**config.mk**
```make
export PLATFORM = sky130hd
export DESIGN_NAME = synch_fifo_core
export DESIGN_NICKNAME = d
export VERILOG_FILES = /design/src/rtl/synch_fifo_core.sv
export SDC_FILE = /design/constraint.sdc
export NUM_CORES = 1
export LEC_CHECK = 0
export ABC_AREA = 1
export BUFFER_PORTS_ARGS = -buffer_cell sky130_fd_sc_hd__buf_2
export CORE_MARGIN = 3
export CORE_UTILIZATION = 54
export DETAILED_ROUTE_END_ITERATION = 8
export MAX_ROUTING_LAYER = met4
export PLACE_DENSITY = 0.73
export SYNTH_ARGS = -nofsm -noshare
export SYNTH_HDL_FRONTEND = slang
export SYNTH_SLANG_ARGS = --single-unit
```
**constraint.sdc**
```tcl
create_clock -name clk -period 3.19 [get_ports clk]
set_input_delay 0.638 -clock clk [delete_from_list [all_inputs] [get_ports clk]]
set_output_delay 0.638 -clock clk [all_outputs]
set_load 0.02 [all_outputs]
```
**src/rtl/synch_fifo_core.sv**
```systemverilog
// synch_fifo_core: single-clock 8x16 FIFO with registered read data, look-ahead flags and occupancy counts
module synch_fifo_core #(
   parameter int DATA_W = 16,
   parameter int DEPTH  = 8,
   parameter int ADDR_W = 3,
   parameter int CNT_W  = 4
) (
   input  logic              clk,
   input  logic              reset,
   input  logic              wr_en,
   input  logic              rd_en,
   input  logic [DATA_W-1:0] write_data,
   output logic [DATA_W-1:0] read_data,
   output logic              full,
   output logic              empty,
   output logic              full_nxt,
   output logic              empty_nxt,
   output logic [CNT_W-1:0]  room_avail,
   output logic [CNT_W-1:0]  data_avail,
   output logic [DATA_W-1:0] memory_wire
);
   logic [DATA_W-1:0] mem [DEPTH];
   logic [ADDR_W-1:0] wr_ptr, rd_ptr;
   logic [CNT_W-1:0]  count, count_nxt;
   logic              wr_acc, rd_acc;
   // accept decisions and next-state flags from pre-edge state
   always_comb begin
      wr_acc      = wr_en & ~full;
      rd_acc      = rd_en & ~empty;
      count_nxt   = count + CNT_W'(wr_acc) - CNT_W'(rd_acc);
      full_nxt    = count_nxt == CNT_W'(DEPTH);
      empty_nxt   = count_nxt == '0;
      memory_wire = mem[rd_ptr];
   end
   assign data_avail = count;
   // storage, pointers, registered read data and flags; reset wipes everything at once
   always_ff @(posedge clk or negedge reset) begin
      if (!reset) begin
         for (int i = 0; i < DEPTH; i++) mem[i] <= '0;
         wr_ptr     <= '0;
         rd_ptr     <= '0;
         count      <= '0;
         full       <= 1'b0;
         empty      <= 1'b1;
         room_avail <= CNT_W'(DEPTH);
         read_data  <= '0;
      end else begin
         if (wr_acc) begin
            mem[wr_ptr] <= write_data;
            wr_ptr      <= wr_ptr + ADDR_W'(1);
         end
         if (rd_acc) begin
            read_data <= mem[rd_ptr];
            rd_ptr    <= rd_ptr + ADDR_W'(1);
         end
         count      <= count_nxt;
         full       <= full_nxt;
         empty      <= empty_nxt;
         room_avail <= CNT_W'(DEPTH) - count_nxt;
      end
   end
endmodule

```
## After elaboration in Yosys (flattened, before gate mapping)

Cells that the tools add are included.
Widths: inputs -> output; s select.

| word-level totals | value |
|---|---|
| register bits | 160 |
| input port bits | 20 |
| output and inout bits | 44 |
| logic and storage cells | 38 |

| cells by class | value |
|---|---|
| $add $sub $neg | 5 |
| order comparisons | 3 |
| equal/unequal tests | 1 |
| mux-type cells | 6 |
| bitwise logic cells | 6 |
| reduce and logical (&&, ||, !) cells | 2 |

Operators with widths:

| kind | number |
|---|---|
| $bwmux 128 | 1 |
| $bmux 16 s3 | 1 |
| $demux 16 s3 | 1 |
| $mux 16 | 3 |
| $ge 4x4->1 const B | 2 |
| $not 3->4 | 2 |
| $add 3x1->3 const B | 2 |
| $add 4x1->4 | 1 |
| $eq 4x4->1 const B | 1 |
| $logic_not 4->1 | 1 |
| $lt 4x1->1 const B | 1 |
| $sub 4x1->4 | 1 |
| $sub 4x4->4 const A | 1 |
| $and 1x1->1 | 2 |
| $not 1->1 | 2 |
| $logic_and 1x1->1 | 1 |

## Longest topological paths before layout

| logic depth | value |
|---|---|
| depth after elaboration | 6 |
| gate-level depth with buffers | 15 |
| gate-level depth less buffers | 15 |

## Worst setup path before layout

Ideal clock, no wire load.

| path | value |
|---|---|
| kind | input -> output |
| from | input rd_en |
| to | output empty_nxt |
| arrival time | 2.715 ns |
| required time | 2.552 ns |
| setup slack | -0.163 ns |
| stages | 11 |
| path buffers | 1 |
| path through | inv_1 nor2_1 clkbuf_1 ha_1 inv_1 ha_1 inv_1 fa_1 ha_1 nand2_1 nor2_1 |

| between the ends | value |
|---|---|
| longest elaborated chain between the ends | 3 |

RTL lines:

| item | line | source |
|---|---|---|
| start: declaration | 11 | `input logic rd_en,` |
| $and 1x1->1 | 29 | `rd_acc = rd_en & ~empty;` |
| net rd_acc | 25 | `logic wr_acc, rd_acc;` |
| $sub 4x1->4 | 30 | `count_nxt = count + CNT_W'(wr_acc) - CNT_W'(rd_acc);` |
| $logic_not 4->1 | 32 | `empty_nxt = count_nxt == '0;` |
| end: declaration | 17 | `output logic empty_nxt,` |

The timed path passes the listed nets, and every way through them passes these cells.

## Final worst setup path

| path | value |
|---|---|
| from | register empty |
| to | output full_nxt |

| between the ends | value |
|---|---|
| longest elaborated chain between the ends | 4 |

RTL lines:

| item | line | source |
|---|---|---|
| start: declaration | 15 | `output logic empty,` |
| start signal: assignment | 58 | `empty <= empty_nxt;` |
| $not 1->1 | 29 |  |
| $and 1x1->1 | 29 |  |
| $sub 4x1->4 | 30 |  |
| $eq 4x4->1 | 31 | `full_nxt = count_nxt == CNT_W'(DEPTH);` |
| end: declaration | 16 | `output logic full_nxt,` |

No other way between the ends.

==> impl_results.rst <==
.. list-table::
   :header-rows: 1

   * - Metric
     - Value
   * - Post-synthesis share of cell area spent on xor and xnor gates
     - 0.8080%
   * - Utilization of the core after routing
     - 65.70%
   * - Synthesized flop and latch total
     - 159
   * - Worst setup slack for register-to-register paths
     - 1.06 ns
   * - CP Class
     - flop to primary output
   * - Number of max-capacitance violations reported
     - 0
   * - Placement row count
     - 42
   * - Die outline area
     - 15,510 sq um
   * - Number of hold buffers added after cts
     - 0
   * - Fraction of final layout cells with drive strength greater than 1
     - 13.98%
   * - Adder-cell share of the synthesized area
     - 1.418%
   * - Setup-failing EPs final
     - 0
   * - Post-DR vias/cell
     - 5.215
   * - VDD IR-drop max
     - 0.5836 mV
   * - Count of pins on the block boundary
     - 64
   * - Initial standard-cell utilization of the core
     - 56.18%
   * - Half-perimeter wire length after placement
     - 11,270 um
   * - Measured slew at the worst slew-check pin
     - 0.9084 ns
   * - Worst slew slack as a fraction of its limit
     - 39.44%
   * - Hold Path Class
     - primary input to async pin
   * - Highest-delay cell along the critical path
     - fa_2
   * - Clock latency of the later-clocked register in the worst-skew pair
     - 0.43 ns
   * - Biggest cell delay along the critical path
     - 0.56 ns
   * - Wire length per cell
     - 15.42 um
   * - Final cycle utilization of the critical path
     - 98.15%
   * - DR pass1 iterations
     - 7
   * - Post-layout net count
     - 1,052
   * - WL final
     - 18,710 um
   * - TritonCTS clock tree
     - done
   * - Initial antenna violation count
     - 0
   * - CTS buffer count
     - 17
   * - Maximum fanout along the worst path
     - 2
   * - Number of clock sinks
     - 159
   * - Critical path's most frequent cell
     - ha_4
   * - Post-synthesis cell area
     - 7587 sq um
   * - Area Growth Syn to Fin
     - 16.95%
   * - Minimum clock period after layout
     - 3.131 ns
   * - Setup repair after global routing missed its margin
     - true
   * - Maximum clock insertion buffer count
     - 2
   * - Tot GR Track Use
     - 25.06%
   * - Multiplexer share of the synthesized area
     - 0%
   * - H-tree depth reported by CTS
     - 4
   * - Final Hold Viols
     - 0
   * - Worst hold slack after final layout
     - 0.1030 ns
   * - # port buffers
     - 63
   * - Count of cell types in the netlist
     - 26
   * - CP arrival
     - 2.49 ns
   * - Largest family of logic cells by synthesized area
     - simple AND/OR/NAND/NOR gates
   * - Synthesized-area fraction occupied by ao, oa, aoi and oai cells
     - 8.641%
   * - Remaining routing DRC violations
     - 0
   * - Clk root buf
     - clkbuf_16
   * - Drt first-iter violations
     - 713
   * - Setup ws final
     - 0.05904 ns
   * - Sequential cell area fraction in the yosys report
     - 52.47%
   * - Outcome
     - completed
   * - Total vias in the final route
     - 6,326
   * - Global-route wire length before repair
     - 30,280 um
   * - Power density of the placed cells
     - 1213 nW/um^2
   * - Inserted Diodes
     - 0
   * - Final estimated routing congestion in global placement
     - 0.8236
   * - Standard cell core area
     - 13,510 sq um
   * - Vias in the first global route
     - 5,788
   * - Total grt overflow
     - 0
   * - Worst slack at placement
     - -0.04288 ns
   * - Achievable Freq
     - 0.3194 GHz
   * - Launching element type of the critical path
     - flop
   * - Synth warnings
     - 0
   * - Clock input transition at the sequential cells of the worst setup and hold paths
     - 0.06 ns
   * - Fraction of the mapped netlist area in simple logic gates
     - 26.17%
   * - Number of instances in the synthesized netlist
     - 969
   * - Critical path data required time
     - 2.55 ns
   * - Final setup skew
     - 0.006594 ns
   * - Syn nets
     - 997
   * - Y dimension of the die
     - 124.5 um
   * - Endpoint kind of the worst setup timing path
     - primary output
   * - Fin. max-slew vios
     - 0
   * - DIE WIDTH
     - 124.5 um
   * - Antenna violation net count after detailed routing
     - 0
   * - Cell leakage power
     - 4.634 nW
   * - Largest net degree at the start of global routing
     - 83
   * - Post-Syn Area per Cell
     - 7.830 sq um
   * - List of cells traversed by the critical path
     - nor2_4, ha_4, inv_2, ha_4, inv_2, fa_2, ha_4, nand2_4, nor2_4, buf_6
layout make-up:
class,count,area [sq um]
Tap cell,176,220.2
Sequential cell,159,3983
Timing Repair Buffer,87,539.3
Inverter,146,548.0
Fill cell,1111,4632
Multi-Input combinational cell,613,2885
Clock inverter,10,203.9
Clock buffer,22,494.2
critical path, delay by kind of cell, from the launching register on:
| kind | cells | cell delay (ns) |
|---|---|---|
| simple gates | 3 | 0.25 |
| fa+ha+maj | 4 | 1.06 |
| buf+inv | 3 | 0.22 |
| flops | 1 | 0.55 |
state kept, by name, indices dropped and copies added (netlist names):
signal / count
data_avail: 4
rd_ptr: 3
read_data: 16
room_avail: 3
empty: 1
wr_ptr: 3
full: 1
mem: 128
layout by cell type, fill, tap and decap left out, drive strengths merged:
cell	synthesis	layout
xor2	5	5
nand3	104	104
nor2	38	38
bufinv	0	6
nor3	2	2
nand2	305	305
buf	36	87
and2	16	16
clkinv	2	6
clkbuf	15	22
fa	1	1
o21ai	130	130
inv	144	144
dfrtp	157	157
xnor2	2	2
or2	1	1
ha	7	7
dfstp	2	2
nand4	1	1
a21oi	1	1
cell usage after synthesis (all sizes together):
master	number	share of area, %
a21oi	1	0.066
and2	16	1.3
buf	36	2.5
clkbuf	15	0.74
clkinv	2	0.099
dfrtp	157	52
dfstp	2	0.69
fa	1	0.26
ha	7	1.2
inv	144	7.1
nand2	305	15
nand3	104	7.1
nand4	1	0.083
nor2	38	2.1
nor3	2	0.43
o21ai	130	8.6
or2	1	0.083
xnor2	2	0.23
xor2	5	0.58
power breakdown:
part | leakage (nW) | internal [W] | switching [W]
combinational | 2.32 | 0.00174 | 0.00321
clock | 0.346 | 0.00157 | 0.000799
sequential | 1.97 | 0.00297 | 0.000475
stage by stage:
stage | power [W] | cells | setup TNS [ns] | cell area (sq um)
2_1_floorplan | 0.006785 | 969 | 0 | 7594
4_1_cts | 0.01070 | 1211 | 0 | 8848
3_3_place_gp | 0.008018 | 1178 | 0 | 8070
5_1_grt | 0.01153 | 1213 | -0.01378 | 8874
6_report | 0.01076 | 1213 | 0 | 8874
3_5_place_dp | 0.008146 | 1178 | -0.08073 | 8070
worst paths after layout:
kind / from / endpoint / cells after the start
hold / removal: reset / mem[64]$_DFFE_PN0P_ / 1
setup / recovery: empty$_DFF_PN1_ / full_nxt / 10
min in group clk: write_data[6] / mem[38]$_DFFE_PN0P_ / 3
setup reg to reg: empty$_DFF_PN1_ / full$_DFF_PN0_ / 12
max in group asynchronous: reset / mem[7]$_DFFE_PN0P_ / 2
hold reg to reg: read_data[11]$_DFFE_PN0P_ / read_data[11]$_DFFE_PN0P_ / 2
layer usage:
metal | up-vias | GRT usage, % | share of wire, %
li1 | 3112 | - | -
met1 | 2994 | 35.02 | 46
met2 | 197 | 37.66 | 46
met3 | 23 | 5.532 | 6.5
met4 | 0 | 6.319 | 1.2
met5 | - | - | 0
cell families (layout without fill, tap and decap cells):
logic type               count (synthesis)  in the layout
AND/OR/NAND/NOR                        467            467
buffers and inverters                  197            265
flip-flops                             159            159
AO/OA/AOI/OAI                          131            131
adder cells (fa/ha/maj)                  8              8
XOR/XNOR                                 7              7
what timing repair did:
item / CTS / global route
gates resized for setup: 18 / 2
setup buffers: 1 / 2
pin swaps: 7 / 5
setup endpoints to repair: 2 / 2
Power figures use the tool's default switching activity.
